===== config.mk =====
export PLATFORM = sky130hd
export DESIGN_NAME = parking_gate_ctrl_flat
export DESIGN_NICKNAME = d
export VERILOG_FILES = /design/src/rtl/parking_gate_if.sv /design/src/rtl/parking_gate_ctrl.sv /design/src/flat_wrapper.sv
export SDC_FILE = /design/constraint.sdc
export NUM_CORES = 1
export LEC_CHECK = 0
export ABC_AREA = 1
export BUFFER_PORTS_ARGS = -buffer_cell sky130_fd_sc_hd__buf_2
export CORE_MARGIN = 2
export CORE_UTILIZATION = 50
export CTS_CLUSTER_SIZE = 28
export DETAILED_ROUTE_END_ITERATION = 7
export PLACE_DENSITY = 0.78
export RECOVER_POWER = 25
export SYNTH_ARGS = -nofsm -noshare
export SYNTH_HDL_FRONTEND = slang
export SYNTH_SLANG_ARGS = --single-unit

===== constraint.sdc =====
create_clock -name clk -period 3.9 [get_ports clk]
set_clock_uncertainty 0.05 [all_clocks]
set_input_delay 0.585 -clock clk [delete_from_list [all_inputs] [get_ports clk]]
set_output_delay 0.585 -clock clk [all_outputs]
set_load 0.01 [all_outputs]

===== src/rtl/parking_gate_if.sv =====
// Parking gate controller signal bundle: debounced sensor/keypad inputs and gate/status outputs.
interface parking_gate_if #(
   parameter int unsigned CNT_W = 4
);
   logic             sensor_entrance;
   logic             sensor_exit;
   logic             key_enter;
   logic [3:0]       key_code;
   logic             gate_open;
   logic             green_led;
   logic             red_led;
   logic [CNT_W-1:0] occupancy;
   logic             full;

   // Environment side: drives sensors/keypad, observes gate and status.
   modport master (
      output sensor_entrance,
      output sensor_exit,
      output key_enter,
      output key_code,
      input  gate_open,
      input  green_led,
      input  red_led,
      input  occupancy,
      input  full
   );

   // Controller side.
   modport slave (
      input  sensor_entrance,
      input  sensor_exit,
      input  key_enter,
      input  key_code,
      output gate_open,
      output green_led,
      output red_led,
      output occupancy,
      output full
   );
endinterface


===== src/rtl/parking_gate_ctrl.sv =====
// Barrier-gate controller: admission FSM with password check and timeout,
// lot occupancy tracking, and Moore-decoded gate/LED outputs.
module parking_gate_ctrl #(
   parameter int unsigned CAPACITY    = 8,
   parameter int unsigned CNT_W       = 4,
   parameter logic [3:0]  PASS_CODE   = 4'b1011,
   parameter int unsigned TIMEOUT_CYC = 250_000_000,
   parameter int unsigned DENY_CYC    = 100_000_000
) (
   input  logic           clk,
   input  logic           rst_n,
   parking_gate_if.slave  bus
);

   localparam int unsigned TMR_W = 32;
   localparam logic [TMR_W-1:0] TIMEOUT_LAST = TMR_W'(TIMEOUT_CYC - 1);
   localparam logic [TMR_W-1:0] DENY_LAST    = TMR_W'(DENY_CYC - 1);
   localparam logic [CNT_W-1:0] CAP_VAL      = CNT_W'(CAPACITY);

   typedef enum logic [2:0] {
      ST_IDLE      = 3'd0,
      ST_WAIT_PASS = 3'd1,
      ST_ADMIT     = 3'd2,
      ST_DENY      = 3'd3,
      ST_EXIT_OPEN = 3'd4
   } state_t;

   state_t             r_state;
   state_t             w_next_state;

   logic               r_ent_prev;
   logic               r_exit_prev;
   logic               r_key_prev;
   logic               w_ent_rise;
   logic               w_ent_fall;
   logic               w_exit_rise;
   logic               w_exit_fall;
   logic               w_key_rise;

   logic [TMR_W-1:0]   r_timer;
   logic [TMR_W-1:0]   w_timer_next;

   logic [CNT_W-1:0]   r_occ;
   logic [CNT_W-1:0]   w_occ_next;
   logic               w_occ_inc;
   logic               w_occ_dec;
   logic               w_full;
   logic               w_full_next;
   logic               w_occ_nonzero;
   logic               w_code_ok;

   logic               r_gate_open;
   logic               r_green_led;
   logic               r_red_led;
   logic               r_full;
   logic               w_gate_open_next;
   logic               w_green_led_next;
   logic               w_red_led_next;

   // Edge detection from one previous-value register per input.
   assign w_ent_rise  =  bus.sensor_entrance & ~r_ent_prev;
   assign w_ent_fall  = ~bus.sensor_entrance &  r_ent_prev;
   assign w_exit_rise =  bus.sensor_exit     & ~r_exit_prev;
   assign w_exit_fall = ~bus.sensor_exit     &  r_exit_prev;
   assign w_key_rise  =  bus.key_enter       & ~r_key_prev;

   assign w_full        = (r_occ == CAP_VAL);
   assign w_occ_nonzero = (r_occ != '0);
   assign w_code_ok     = (bus.key_code == PASS_CODE);

   // Previous-value registers; cleared at reset so a level high at release reads as a rise.
   always_ff @(posedge clk or negedge rst_n) begin
      if (!rst_n) begin
         r_ent_prev  <= 1'b0;
         r_exit_prev <= 1'b0;
         r_key_prev  <= 1'b0;
      end else begin
         r_ent_prev  <= bus.sensor_entrance;
         r_exit_prev <= bus.sensor_exit;
         r_key_prev  <= bus.key_enter;
      end
   end

   // State register.
   always_ff @(posedge clk or negedge rst_n) begin
      if (!rst_n) begin
         r_state <= ST_IDLE;
      end else begin
         r_state <= w_next_state;
      end
   end

   // Next-state logic and occupancy update requests.
   always_comb begin
      w_next_state = r_state;
      w_occ_inc    = 1'b0;
      w_occ_dec    = 1'b0;
      case (r_state)
         ST_IDLE: begin
            // Exit wins over a simultaneous entrance rise; entrance rise is dropped.
            if (w_exit_rise && w_occ_nonzero) begin
               w_next_state = ST_EXIT_OPEN;
            end else if (w_ent_rise && !w_full) begin
               w_next_state = ST_WAIT_PASS;
            end else if (w_ent_rise && w_full) begin
               w_next_state = ST_DENY;
            end
         end
         ST_WAIT_PASS: begin
            // A key press on the final timeout cycle still counts.
            if (w_key_rise) begin
               w_next_state = w_code_ok ? ST_ADMIT : ST_DENY;
            end else if (r_timer == TIMEOUT_LAST) begin
               w_next_state = ST_IDLE;
            end
         end
         ST_ADMIT: begin
            if (w_ent_fall) begin
               w_next_state = ST_IDLE;
               w_occ_inc    = 1'b1;
            end
         end
         ST_DENY: begin
            if (r_timer == DENY_LAST) begin
               w_next_state = ST_IDLE;
            end
         end
         ST_EXIT_OPEN: begin
            if (w_exit_fall) begin
               w_next_state = ST_IDLE;
               w_occ_dec    = 1'b1;
            end
         end
         default: begin
            w_next_state = ST_IDLE;
         end
      endcase
   end

   // Timer: counts only while staying in WAIT_PASS or DENY, cleared otherwise.
   always_comb begin
      w_timer_next = '0;
      if ((w_next_state == r_state) &&
          ((r_state == ST_WAIT_PASS) || (r_state == ST_DENY))) begin
         w_timer_next = r_timer + TMR_W'(1);
      end
   end

   // Timer register.
   always_ff @(posedge clk or negedge rst_n) begin
      if (!rst_n) begin
         r_timer <= '0;
      end else begin
         r_timer <= w_timer_next;
      end
   end

   // Occupancy next value; bounds guard keeps the counter from wrapping.
   always_comb begin
      w_occ_next = r_occ;
      if (w_occ_inc && (r_occ != CAP_VAL)) begin
         w_occ_next = r_occ + CNT_W'(1);
      end else if (w_occ_dec && w_occ_nonzero) begin
         w_occ_next = r_occ - CNT_W'(1);
      end
   end

   // Occupancy register.
   always_ff @(posedge clk or negedge rst_n) begin
      if (!rst_n) begin
         r_occ <= '0;
      end else begin
         r_occ <= w_occ_next;
      end
   end

   // Moore decode of the upcoming state, registered so outputs track the state register.
   always_comb begin
      w_full_next      = (w_occ_next == CAP_VAL);
      w_gate_open_next = (w_next_state == ST_ADMIT) || (w_next_state == ST_EXIT_OPEN);
      w_green_led_next = (w_next_state == ST_ADMIT);
      w_red_led_next   = (w_next_state == ST_DENY) ||
                         ((w_next_state == ST_IDLE) && w_full_next);
   end

   // Output registers.
   always_ff @(posedge clk or negedge rst_n) begin
      if (!rst_n) begin
         r_gate_open <= 1'b0;
         r_green_led <= 1'b0;
         r_red_led   <= 1'b0;
         r_full      <= 1'b0;
      end else begin
         r_gate_open <= w_gate_open_next;
         r_green_led <= w_green_led_next;
         r_red_led   <= w_red_led_next;
         r_full      <= w_full_next;
      end
   end

   assign bus.gate_open = r_gate_open;
   assign bus.green_led = r_green_led;
   assign bus.red_led   = r_red_led;
   assign bus.occupancy = r_occ;
   assign bus.full      = r_full;

endmodule


===== src/flat_wrapper.sv =====
// flat-port wrapper written by rule: the top's interface ports become plain ports
module parking_gate_ctrl_flat 
#(
   parameter int unsigned CAPACITY    = 8,
   parameter int unsigned CNT_W       = 4,
   parameter logic [3:0]  PASS_CODE   = 4'b1011,
   parameter int unsigned TIMEOUT_CYC = 250_000_000,
   parameter int unsigned DENY_CYC    = 100_000_000
)
  (clk, rst_n, bus_sensor_entrance, bus_sensor_exit, bus_key_enter, bus_key_code, bus_gate_open, bus_green_led, bus_red_led, bus_occupancy, bus_full);
  parking_gate_if #(.CNT_W(CNT_W)) bus_i ();
  input  logic clk;
  input  logic rst_n;
  input wire logic [$bits(bus_i.sensor_entrance)-1:0] bus_sensor_entrance;
  input wire logic [$bits(bus_i.sensor_exit)-1:0] bus_sensor_exit;
  input wire logic [$bits(bus_i.key_enter)-1:0] bus_key_enter;
  input wire logic [$bits(bus_i.key_code)-1:0] bus_key_code;
  output wire logic [$bits(bus_i.gate_open)-1:0] bus_gate_open;
  output wire logic [$bits(bus_i.green_led)-1:0] bus_green_led;
  output wire logic [$bits(bus_i.red_led)-1:0] bus_red_led;
  output wire logic [$bits(bus_i.occupancy)-1:0] bus_occupancy;
  output wire logic [$bits(bus_i.full)-1:0] bus_full;
  assign bus_i.sensor_entrance = bus_sensor_entrance;
  assign bus_i.sensor_exit = bus_sensor_exit;
  assign bus_i.key_enter = bus_key_enter;
  assign bus_i.key_code = bus_key_code;
  assign bus_gate_open = bus_i.gate_open;
  assign bus_green_led = bus_i.green_led;
  assign bus_red_led = bus_i.red_led;
  assign bus_occupancy = bus_i.occupancy;
  assign bus_full = bus_i.full;
  parking_gate_ctrl #(.CAPACITY(CAPACITY), .CNT_W(CNT_W), .PASS_CODE(PASS_CODE), .TIMEOUT_CYC(TIMEOUT_CYC), .DENY_CYC(DENY_CYC)) u_core (.clk(clk), .rst_n(rst_n), .bus(bus_i));
endmodule

==> metrics list, run 1 <==
- In this run the biggest area consumer among cell types represents 36.7% of the synthesized area.
- Area added between synthesis and finish: 6.18%
- Avg Inst Size Synth: 7.84 sq um
- STA classifies the critical path endpoint as an asynchronous set/reset pin.
- Based on the critical path, the design can be clocked at up to 415 MHz.
* Clock-pin slew on the worst setup and hold paths: 0.08 ns
* Vias per Instance: 5.00
- In this run the remaining antenna-violating nets after routing total 0.
* Cell depth of the worst min-delay path: 1
- Cell types with the largest area share after synthesis: sky130_fd_sc_hd__dfrtp_1 37%, sky130_fd_sc_hd__nand2_1 12%, sky130_fd_sc_hd__nor2_4 12%
- Overall overflow remaining after global route: 0
- STA classifies the critical path startpoint as an input pin.
- Of the cells placed in the final design, the portion with a size suffix greater than 1 is 18.8%.
- Summing the areas of all compound-gate instances in the mapped netlist gives 1.76% of the synthesized area.
* Biggest area consumer among synthesized cells: sky130_fd_sc_hd__dfrtp_1
* RSZ-0062 raised after global routing: no
- For the worst flop-to-flop path, the logic depth is 12.
- H-tree level count: 2
- GRT Util Overall: 18.5%
* Static power due to leakage: 1.36 nW
- Final hold analysis gives a worst-case slack of 0.350 ns.
* Number of distinct standard cells referenced by the synthesized netlist: 30
- Entering global routing, the biggest net connects 47 pins.
* Synth warnings: 0
* Post-DP HPWL: 4660 um
- Post-CTS Setup Bufs: 0
- Dividing the final minimum period by the clock period gives 61.7%.
* Post-synthesis instance area: 3140 sq um
- The die covers 6920 sq um.
* Reg-to-Reg Start: u_core.r_timer[0]
* Outcome: complete, but fails checks
- CTS saw 46 sinks.
- At the pin with the least slew margin, the transition time is 2.38 ns.
- Hold bufs inserted after CTS: 0
- For this block, the routed nets add up to 5970 um of wire.
- Global placer's final weighted congestion: 0.966
* Min-Delay Startpoint: bus_key_enter
- The tool flagged a number of max-cap violations equal to 1.
- Register-to-register path setup slack: 1.52 ns
- For hold timing, the worst endpoint is u_core.r_key_prev.
* Clock tree from TritonCTS: yes
* Post-synthesis mux area share: 0%
- R2r endpoint: u_core.r_timer[25]
- The via count of the first global-routing pass came to 2406.
- Number of antenna violations at the first check in global routing: 0
* Cell breakdown of the critical path: clkbuf_1
- Inserted Diodes: 0
- Total Neg Setup Slack: 0 ns
- Setup violations remaining at the end of the flow were counted as 0.
- Summing all non-filler instances in the final layout gives an area of 3330 sq um.
- Across the VDD grid, the largest voltage drop is 493 uV.
- Cell with the largest stage delay on the worst path: sky130_fd_sc_hd__clkbuf_1
- Post-CTS repair changed the size of 0 cells.
* Largest family of logic cells by synthesized area: simple AND/OR/NAND/NOR gates
* Floorplan die height: 83.2 um
* Required time of the critical path: 3.77 ns
* Yosys reg bits: 46
- Data arrives at the worst endpoint at 2.27 ns.
* First-pass GRT wire length: 10600 um
* Vias after detailed routing: 2473
* Pwr dens: 430 nW/um^2
- Buffer levels on the longest clock path: 2
- Clk Latency, worst-skew pair: 0.30 ns
- For this run, design rule violations remaining after detail routing come to 0.
* Initial cell density of the core: 52.4%
* # port buffers: 16
* Standard-cell rows: 28
* Cell area reported after detailed placement: 3240 sq um
- Top-count cell post-synth: sky130_fd_sc_hd__nand2_1
- The register with the most flip-flops in the layout has 32 of them.
- Maximum fanout encountered on the critical timing path: 46
* Critical Path Max Stage Delay: 1.66 ns
* Final Critical Period: 2.41 ns
- Violations in the final reports: max-capacitance violations, max-slew violations
* Adder and majority gate portion of the synthesized area: 1.20%
- Clock tree synthesis inserted a total of 5 buffers.
- Clock root buffer: sky130_fd_sc_hd__clkbuf_8
* Register with the most flip-flops: u_core.r_timer
* Number of enable-type register cells in the synthesized netlist: 0
- Width of the die: 83.2 um
- For this run, the register share of the synthesized area comes to 36.7%.
- Type of the worst setup path: input pin to asynchronous set/reset pin
- In this run, the number of DRC markers left after iteration 0 of detailed routing was 139.
- In the synthesized netlist, the number of instances is 400.
- After Yosys synthesis, and, or, nand and nor cells account for 44.0% of the synthesized area.
- Synthesis produced a netlist with a net count of 412.
* Prevailing post-synth register cell: sky130_fd_sc_hd__dfrtp_1
- Asr flop ratio synth: 100%
- Xor/xnor cell area share of the yosys netlist: 7.54%
- Among cell families on the critical path, the largest total delay comes from buffers and inverters.
* Ranking of synthesized cells by instance count: 99 x sky130_fd_sc_hd__nand2_1, 50 x sky130_fd_sc_hd__nor2_1, 49 x sky130_fd_sc_hd__inv_1
- Measured against its own limit, the worst slew margin works out to -58.5%.
* Number of nets in the layout: 431
- Top-level I/O count: 17
- The path class of the tightest hold or removal check is input pin to flip-flop.
* Floorplan core area: 5990 sq um
* Detailed Routing Iterations Pass 1: 4
- In the final routed layout, each cell accounts on average for 12.1 um.
- The number of pins with negative max-slew slack in the final report came to 47.
- Together, buffers and inverters on the worst path number 1.
- Total count of hold-check failures in the final report: 0
## layout by cell type, fill, tap and decap left out, types with 2 or more instances in the layout
cell type                  Yosys  routed
sky130_fd_sc_hd__a21oi_1       4       4
sky130_fd_sc_hd__buf_2         0      13
sky130_fd_sc_hd__clkbuf_1      0       4
sky130_fd_sc_hd__clkbuf_8      0       6
sky130_fd_sc_hd__dfrtp_1      46      46
sky130_fd_sc_hd__ha_1          3       3
sky130_fd_sc_hd__inv_1        49      49
sky130_fd_sc_hd__inv_2         6       6
sky130_fd_sc_hd__nand2_1      99      99
sky130_fd_sc_hd__nand2_2       6       6
sky130_fd_sc_hd__nand2_4       4       4
sky130_fd_sc_hd__nand3_1      21      21
sky130_fd_sc_hd__nand3_2       4       4
sky130_fd_sc_hd__nand3b_1      2       2
sky130_fd_sc_hd__nand4_1      10      10
sky130_fd_sc_hd__nor2_1       50      50
sky130_fd_sc_hd__nor2_2        4       4
sky130_fd_sc_hd__nor2_4       33      33
sky130_fd_sc_hd__nor3_1       15      15
sky130_fd_sc_hd__nor4_1        2       2
sky130_fd_sc_hd__o21ai_0       3       3
sky130_fd_sc_hd__xnor2_1       6       6
sky130_fd_sc_hd__xor2_1       21      21
## logic make-up after synthesis
kind of cell / after synthesis
and+or+nand+nor: 254
buffers and inverters: 60
DFF: 46
xor gates and xnor gates: 27
AOI/OAI and AO/OA: 10
adders and majority gates: 3
## worst max-delay path by stage
| stage | slack (ns) | start | endpoint | cells past startpoint |
|---|---|---|---|---|
| 2_1_floorplan | 2.12 | u_core.bus.occupancy[0] | u_core.r_timer[10] | 10 |
| 3_3_place_gp | 1.61 | u_core.r_timer[0] | u_core.r_timer[25] | 12 |
| 3_5_place_dp | 1.54 | u_core.r_timer[0] | u_core.r_timer[25] | 12 |
| 4_1_cts | 1.51 | u_core.r_timer[0] | u_core.r_timer[25] | 12 |
| 5_1_grt | 0.83 | rst_n | u_core.r_timer[15] | 1 |
| 6_report | 1.49 | rst_n | u_core.r_timer[31] | 1 |
## through the flow
| step | setup WS [ns] | power, mW | cells | utilization, % |
|---|---|---|---|---|
| after floorplan | 2.12 | 1.10 | 400 | - |
| after global placement | 1.61 | 1.13 | 487 | 54.1 |
| after detailed placement | 1.54 | 1.14 | 487 | 54.1 |
| after CTS | 1.51 | 1.45 | 495 | 55.7 |
| after global routing | 0.833 | 1.54 | 495 | 55.6 |
| final | 1.49 | 1.43 | 495 | 55.6 |
## final cells by class
class	count	area (sq um)
inverter	56	210
tap	75	93.8
clock buffer	7	86.3
multi-input combinational	294	1710
timing repair buffer	16	76.3
fill	538	2660
clock inverter	1	5.00
sequential	46	1150
## per-layer routing
layer	share of wire, %	global-route usage (%)	vias up
li1	-	-	1271
met1	48	25.6	1162
met2	47	30.1	31
met3	3.5	3.68	9
met4	1.3	4.47	0
met5	0	0	-
## report_power, final
part / internal (mW) / leakage [nW] / switching, mW
Sequential: 0.532 / 0.618 / 0.0597
Combinational: 0.157 / 0.695 / 0.383
Clock: 0.143 / 0.0482 / 0.157
Total: 0.832 / 1.36 / 0.599
Power figures use the tool's default switching activity.
==> run 2, diff against run 1 <==
ABC_AREA = 0   (was 1)
PLACE_DENSITY = 0.81   (was 0.78)
clock period = 2.15 ns   (was 3.9 ns; I/O delays follow)
==> metrics list, run 2 <==
* Overall routed net length: 6100 um (+2.2%)
* Critical Path End Type: flip-flop
- The initial core utilization came to 51.0% (-1.4 points).
* Clock tree from TritonCTS: yes
* Flop pwr share: 55.1% (+14 points)
* Required time of the critical path: 2.29 ns (-1.48 ns)
* Layout cell share with drive strength beyond 1: 22.9% (+4.0 points)
* Asr flop ratio synth: 100% (unchanged)
* Syn_nets: 285 (-31%)
* Static power due to leakage: 1.30 nW (-4.7%)
- The insertion delay to the later sink of the worst-skew pair is 0.30 ns (about the same).
- Broken down by cell family, the worst path's largest delay share belongs to simple AND/OR/NAND/NOR gates.
- The data arrival time at the worst-slack endpoint is 2.39 ns (+0.12 ns).
- The number of buffer cells added on primary ports is 16 (unchanged).
* Buf+Inv Stages, Crit Path: 3 (+2)
- Sorting the synthesized cells by how often they occur yields 59 x sky130_fd_sc_hd__nor2_1, 46 x sky130_fd_sc_hd__dfrtp_1, 19 x sky130_fd_sc_hd__xnor2_1.
- The detailed placement HPWL was 3960 um (-15%).
- Top-level I/O count: 17 (unchanged)
- The gate count after technology mapping came to 273 (-32%).
- Most common library cell in the layout ignoring fill and taps: sky130_fd_sc_hd__nor2_1
* Sequential element share of the synthesized area: 45.1% (+8.4 points)
- For this run, the top clock speed supported by timing is 445 MHz.
- Width of the die: 75.5 um (-9.3%)
- Number of enable-type register cells in the synthesized netlist: 0 (unchanged)
- The library cells used most frequently in the layout, excluding fill and tap cells, are 51 x sky130_fd_sc_hd__nor2_1, 44 x sky130_fd_sc_hd__dfrtp_1, 22 x sky130_fd_sc_hd__buf_4.
* R2r endpoint: u_core.r_timer[14]
- The relative slew slack was 43.0% (+100 points).
- The final setup TNS came to -2.66 ns (-2.66 ns).
- Floorplan core area: 5010 sq um (-16%)
- Floorplan die height: 75.5 um (-9.3%)
* Critical path startpoint: u_core.bus.occupancy[1]
* Global placer's final weighted congestion: 0.842 (-13%)
* Final std cell area, no fill: 3140 sq um (-5.7%)
- The number of hold violations in the final report is 0 (unchanged).
* Switching power: 0.321 mW (-46%)
* Reg-to-Reg Start: u_core.bus.occupancy[1]
- Overall overflow remaining after global route: 0 (unchanged)
- Clock root buffer: sky130_fd_sc_hd__clkbuf_8
- The number of pins with negative max-slew slack in the final report is 0 (-100%).
- Dividing the final minimum period by the clock period gives 105%.
- GRT Util Overall: 20.9% (+2.3 points)
- The most critical setup path has its endpoint at u_core.r_timer[14].
- Number of routed nets with antenna violations: 0 (unchanged)
- STA classifies the critical path startpoint as a flip-flop.
* Yosys top cell area share: 45.1% (+8.4 points)
- Area added between synthesis and finish: 22.9%
* Post-route DRC: 0 (unchanged)
- Outcome: complete, but fails checks
- Top-count cell post-synth: sky130_fd_sc_hd__nor2_1
- Cell count of the worst reg-to-reg path: 10 (-2)
* Detailed Routing Iterations Pass 1: 4 (unchanged)
- Ranked by total cell area, the synthesized netlist is headed by sky130_fd_sc_hd__dfrtp_1 45%, sky130_fd_sc_hd__nor2_1 8.7%, sky130_fd_sc_hd__xnor2_1 6.5%.
- The total stage count of the critical path was 10 (+9).
* Register-to-register path setup slack: -0.1 ns (-1.62 ns)
- Placement Setup Slack: -0.00700 ns (-1.54 ns)
- The number of CTS-inserted buffers is 5 (unchanged).
- The largest net degree at the start of global routing was 33 (-30%).
- The largest individual stage delay along the critical path comes from the cell sky130_fd_sc_hd__dfrtp_2.
* Total Die Area: 5690 sq um (-18%)
* Part of the power in the clock network: 41.9% (+21 points)
- Walking the worst path, the cells encountered are inv_2, ha_4, or3b_4, nand3b_1, and3_4, mux2i_4, o32ai_4, buf_12, buf_12, nor2_1.
- Detail-routed net length per standard cell: 15.9 um (+31%)
- The number of warnings issued by yosys came to 0 (unchanged).
* RSZ-0062 raised after global routing: yes
- The number of placement rows is 26 (-7.1%).
- The final worst setup slack was -0.0979 ns (-1.59 ns).
- The switching share of total power was 20.4% (-22 points).
- Maximum fanout encountered on the critical timing path: 8 (-83%)
* Buffer levels on the longest clock path: 2 (unchanged)
* Vias per Instance: 5.72 (+15%)
- The synthesized area was 2550 sq um (-19%).
- The first-pass GRT wire length was 8890 um (-16%).
- Final Critical Period: 2.25 ns
- The initial antenna violation count is 0 (unchanged).
- The worst hold path belongs to the class input pin to flip-flop.
- The count of cell types in the netlist was 54 (+80%).
- Share of power burned in combinational logic: 3.0% (-35 points)
- Clock-pin slew on the worst setup and hold paths: 0.08 ns (about the same)
* Register with the most flip-flops: u_core.r_timer
- Prevailing post-synth register cell: sky130_fd_sc_hd__dfrtp_1
- The maximum level of the CTS H-tree is 2 (unchanged).
- Cell area reported after detailed placement: 2860 sq um (-12%)
* Critical Path Max Stage Delay: 0.42 ns (-1.24 ns)
- Type of the worst setup path: flip-flop to flip-flop
- The transition at the pin with the smallest max-transition slack is 0.855 ns (-1.52 ns).
* Violations in the final reports: negative setup slack
- The final cell utilization of the core was 62.7% (+7.1 points).
- The number of sinks driven by the clock tree is 46 (unchanged).
- Critical path's most frequent cell: sky130_fd_sc_hd__buf_12
- The worst supply voltage drop on vdd came to 262 uV (-47%).
* Max FFs per register: 32 (unchanged)
- The synthesized area per cell was 9.35 sq um (+19%).
- Number of global-route vias before repair: 1950 (-19%)
* Inserted Diodes: 0 (unchanged)
* Biggest area consumer among synthesized cells: sky130_fd_sc_hd__dfrtp_1
- The violation count after the first detailed-routing iteration was 207 (+49%).
- Internal: 1.26 mW (+51%)
- Max-cap violations: 0 (-1)
* Vias after detailed routing: 2204 (-11%)
- Yosys reg bits: 46 (unchanged)
- Number of nets in the layout: 327 (-24%)
- The count of final setup violators is 33 (+33).
- The power per cell area was 503 nW/um^2 (+17%).
run 2: cell types whose count changed after synthesis, moves of 13 or more:
cell / delta
sky130_fd_sc_hd__inv_1: -39
sky130_fd_sc_hd__nand2_1: -84
sky130_fd_sc_hd__nor2_4: -33
sky130_fd_sc_hd__xnor2_1: +13
run 2: worst min-delay path by stage:
| stage | startpoint | end | slack [ns] | cells after the start |
|---|---|---|---|---|
| floorplan | rst_n | u_core.bus.full | -0.02 | 0 |
| global placement | rst_n | u_core.r_timer[18] | 0.19 | 1 |
| detailed placement | rst_n | u_core.r_timer[18] | 0.20 | 1 |
| CTS | bus_key_enter | u_core.r_key_prev | 0.08 | 1 |
| global route | bus_key_enter | u_core.r_key_prev | 0.07 | 1 |
| finish | bus_key_enter | u_core.r_key_prev | 0.08 | 1 |
run 2: power by group through the flow:
stage	Combinational (mW)	Clock [mW]	Sequential [mW]
final	0.0478	0.662	0.869
after global placement	0.0423	0	0.886
after CTS	0.0458	0.672	0.869
after floorplan	0.0101	0	0.886
after detailed placement	0.0436	0	0.886
after global routing	0.0538	0.719	0.870
run 2: what timing repair did:
| action | 4_1_cts | 5_1_grt |
|---|---|---|
| setup endpoints to repair | 1 | 34 |
| buffers inserted | 1 | 2 |
| hold endpoints to repair | 14 | 0 |
| pin swaps | 1 | 5 |
| hold buffers | 1 | 0 |
| resized for setup | 1 | 15 |
| cloned | 0 | 3 |
run 2: layout make-up:
cell class              count  area [sq um]
fillers                   398          1870
inverters                  10          37.5
multi-input cells         208          1400
flip-flops and latches     46          1150
clock inverters             1          30.0
well taps                  70          87.6
repair buffers             44           353
clock buffers               6          82.6
run 2: worst register-to-register path, cell delays in order, from the launching register on:
cell                       delay [ns]
sky130_fd_sc_hd__dfrtp_2         0.42
sky130_fd_sc_hd__inv_2           0.08
sky130_fd_sc_hd__ha_4            0.12
sky130_fd_sc_hd__or3b_4          0.38
sky130_fd_sc_hd__nand3b_1        0.14
sky130_fd_sc_hd__and3_4          0.22
sky130_fd_sc_hd__mux2i_4         0.07
sky130_fd_sc_hd__o32ai_4         0.29
sky130_fd_sc_hd__buf_12          0.17
sky130_fd_sc_hd__buf_12          0.14
sky130_fd_sc_hd__nor2_1          0.06
run 2: cell families after synthesis:
group / synth area share, %
flops: 45.1
simple gates: 30.5
mux: 0.392
buf+inv: 3.77
xor+xnor: 10.6
fa+ha+maj: 1.47
compound gates: 8.13
run 2: layer usage:
metal | GRT usage (%) | wire (um) | vias up
li1 | - | - | 1029
met1 | 28.7 | 2660 | 1077
met2 | 32.3 | 2960 | 89
met3 | 4.37 | 390 | 9
met4 | 8.38 | 92 | 0
met5 | 0 | 0 | -
run 2: metrics by stage:
stage / hold slack, ns / power, mW / cells
3_3_place_gp: 0.189 / 0.928 / 371
3_5_place_dp: 0.203 / 0.930 / 371
4_1_cts: 0.0752 / 1.59 / 380
2_1_floorplan: -0.0231 / 0.896 / 273
5_1_grt: 0.0687 / 1.64 / 385
6_report: 0.0831 / 1.58 / 385
==> run 3, diff against run 2 <==
CORE_ASPECT_RATIO = 0.75   (was unset)
==> metrics list, run 3 (synthesized netlist as in run 2, its figures left out) <==
- The relative slew slack was 63.7% (+21 points).
* Clk Latency, worst-skew pair: 0.30 ns (about the same)
- The power per cell area was 508 nW/um^2 (+1.0%).
- Number of nets in the layout: 325 (-0.61%)
- The initial antenna violation count was 0 (unchanged).
- Global placer's final weighted congestion: 0.941 (+12%)
* Type of the worst setup path: flip-flop to flip-flop
- Inserted Diodes: 0 (unchanged)
- The detailed-route vias per instance came to 5.71 (-0.28%).
* Total count of hold-check failures in the final report: 0 (unchanged)
- Outcome: complete, but fails checks
- The final worst setup slack is -0.0513 ns (+0.0466 ns).
- The number of sinks driven by the clock tree was 46 (unchanged).
- Relative to the synthesized area, the layout overhead comes to 20.0%.
- The number of CTS-inserted buffers is 5 (unchanged).
* H-tree level count: 2 (unchanged)
- The count of final setup violators came to 4 (-88%).
- Standard-cell rows: 22 (-15%)
- The fraction of layout instances using a drive strength above 1 is 23.9% (+1.0 points).
* Floorplan core area: 4900 sq um (-2.2%)
- Top-level I/O count: 17 (unchanged)
- The largest net degree at the start of global routing is 25 (-24%).
- Highest-count cells in the layout ignoring fill and taps: 51 x sky130_fd_sc_hd__nor2_1, 43 x sky130_fd_sc_hd__dfrtp_1, 23 x sky130_fd_sc_hd__buf_4
- Achievable frequency: 454 MHz (+2.1%)
- The width of the die came to 86.5 um (+15%).
- The clock slew at the register clock pins of the worst setup and hold paths was 0.09 ns (about the same).
* RSZ-0062 raised after global routing: yes
- Critical Path End Type: flip-flop
* Final Critical Period: 2.20 ns (-0.0466 ns)
* Total Die Area: 5700 sq um (+0.10%)
- Floorplan die height: 65.9 um (-13%)
- The global-route congestion overflow total was 0 (unchanged).
- Violations in the final reports: negative setup slack
* Post-route clock period utilization: 102% (-2.2 points)
- The via total after detailed routing was 2135 (-3.1%).
- Static power due to leakage: 1.28 nW (-0.97%)
- Maximum fanout encountered on the critical timing path: 3 (-5)
- Number of violations reported at the end of detailed-routing iteration 0: 136 (-34%)
- The total length of routed wires was 5590 um (-8.5%).
- The count of maximum capacitance violations was 0 (unchanged).
- Detail-routed net length per standard cell: 14.9 um (-5.8%)
- The first-pass iteration count of the detailed router was 4 (unchanged).
- The number of flip-flops in the largest register was 32 (unchanged).
* Number of global-route vias before repair: 2030 (+4.1%)
- # port buffers: 16 (unchanged)
- The number of pins with negative max-slew slack in the final report is 0 (unchanged).
- GRT Util Overall: 21.3% (+0.41 points)
* Clock root buffer: sky130_fd_sc_hd__clkbuf_8
* Total Neg Setup Slack: -0.0601 ns (+2.60 ns)
- The required time at the endpoint of the critical path is 2.29 ns (about the same).
- First-pass GRT wire length: 9470 um (+6.4%)
- The post-route antenna net violation count came to 0 (unchanged).
* Transition at the pin with the smallest max-transition slack: 0.544 ns (-0.311 ns)
- Final std cell area, no fill: 3060 sq um (-2.4%)
* Register with the most flip-flops: u_core.r_timer
* Worst Path Arrival: 2.34 ns (-0.05 ns)
* Peak supply drop: 438 uV (+67%)
* Share of the core filled with cells in the final layout: 62.5% (-0.12 points)
- The detailed placement HPWL is 4120 um (+4.0%).
* Critical path launch point type: flip-flop
- The filler cell count was 405 (+1.8%).
- The total power consumption of the routed design is 1.56 mW (-1.4%).
* Hold Crit Class: input pin to flip-flop
* Initial cell density of the core: 52.1% (+1.1 points)
- Leaving out fill and tap cells, the most frequent cell in the layout is sky130_fd_sc_hd__nor2_1.
- TritonCTS built the clock tree.
- The DRC violations left came to 0 (unchanged).
* Buffer levels on the longest clock path: 2 (unchanged)
* Cell area reported after detailed placement: 2870 sq um (about the same)
==> run 3: changes by cell type in the layout (fill, tap and decap cells not counted), moves of 2 or more <==
cell,previous run,this run
sky130_fd_sc_hd__clkbuf_1,3,1
sky130_fd_sc_hd__buf_2,13,15
sky130_fd_sc_hd__clkinv_2,0,2
sky130_fd_sc_hd__clkbuf_16,2,0
==> run 3: final timing paths <==
kind / cells past startpoint / slack (ns) / endpoint / startpoint
max: 7 / -0.05 / u_core.bus.red_led / u_core.bus.occupancy[1]
min reg2reg: 1 / 0.46 / u_core.r_timer[0] / u_core.r_timer[0]
min: 1 / 0.09 / u_core.r_key_prev / bus_key_enter
max reg2reg: 7 / -0.05 / u_core.bus.red_led / u_core.bus.occupancy[1]
min in group asynchronous: 2 / 0.48 / u_core.r_timer[27] / rst_n
max in group asynchronous: 3 / 0.99 / u_core.r_timer[4] / rst_n
==> run 3: where the power goes <==
| part | switching (mW) | internal (mW) | total [mW] |
|---|---|---|---|
| logic | 0.0273 | 0.0164 | 0.0437 |
| registers | 0.00176 | 0.867 | 0.869 |
| clock network | 0.302 | 0.342 | 0.644 |
| total | 0.331 | 1.23 | 1.56 |
==> run 3: critical path: stages (launching register included) <==
cell	delay [ns]
sky130_fd_sc_hd__dfrtp_2	0.42
sky130_fd_sc_hd__inv_2	0.09
sky130_fd_sc_hd__ha_4	0.13
sky130_fd_sc_hd__or3b_4	0.38
sky130_fd_sc_hd__a32o_1	0.25
sky130_fd_sc_hd__a221o_1	0.28
sky130_fd_sc_hd__and3_4	0.19
sky130_fd_sc_hd__a311o_1	0.30
==> run 3: routing by layer <==
metal  vias up  GRT usage [%]  wire (um)
met4         0           6.45         45
met3         6           4.37        288
li1       1031              -          -
met2        54           31.7       2530
met5         -              0          0
met1      1044           31.2       2720
==> run 3: cell type report <==
type / instances / area [sq um] / share of cell area (%)
Sequential cell: 46 / 1150 / 37.7
Tap cell: 60 / 75.1 / 2.45
Inverter: 10 / 37.5 / 1.22
Clock buffer: 5 / 68.8 / 2.25
Multi-Input combinational cell: 208 / 1400 / 45.5
Clock inverter: 3 / 40.0 / 1.31
Timing Repair Buffer: 42 / 293 / 9.55
==> run 3: what timing repair did <==
action                     4_1_cts  5_1_grt
pin swaps                        1        3
buffers inserted                 2        0
hold endpoints to repair        22        0
hold buffers                     1        0
setup endpoints to repair        2       35
resized for setup                0       17
==> run 3: through the flow <==
step / setup slack [ns] / std cells / hold WS, ns
6_report: -0.0513 / 374 / 0.0876
3_3_place_gp: 0.0162 / 363 / 0.282
3_5_place_dp: -0.00231 / 363 / 0.289
4_1_cts: 0.000806 / 374 / 0.0798
2_1_floorplan: -0.0641 / 273 / -0.0231
5_1_grt: -0.110 / 374 / 0.0787
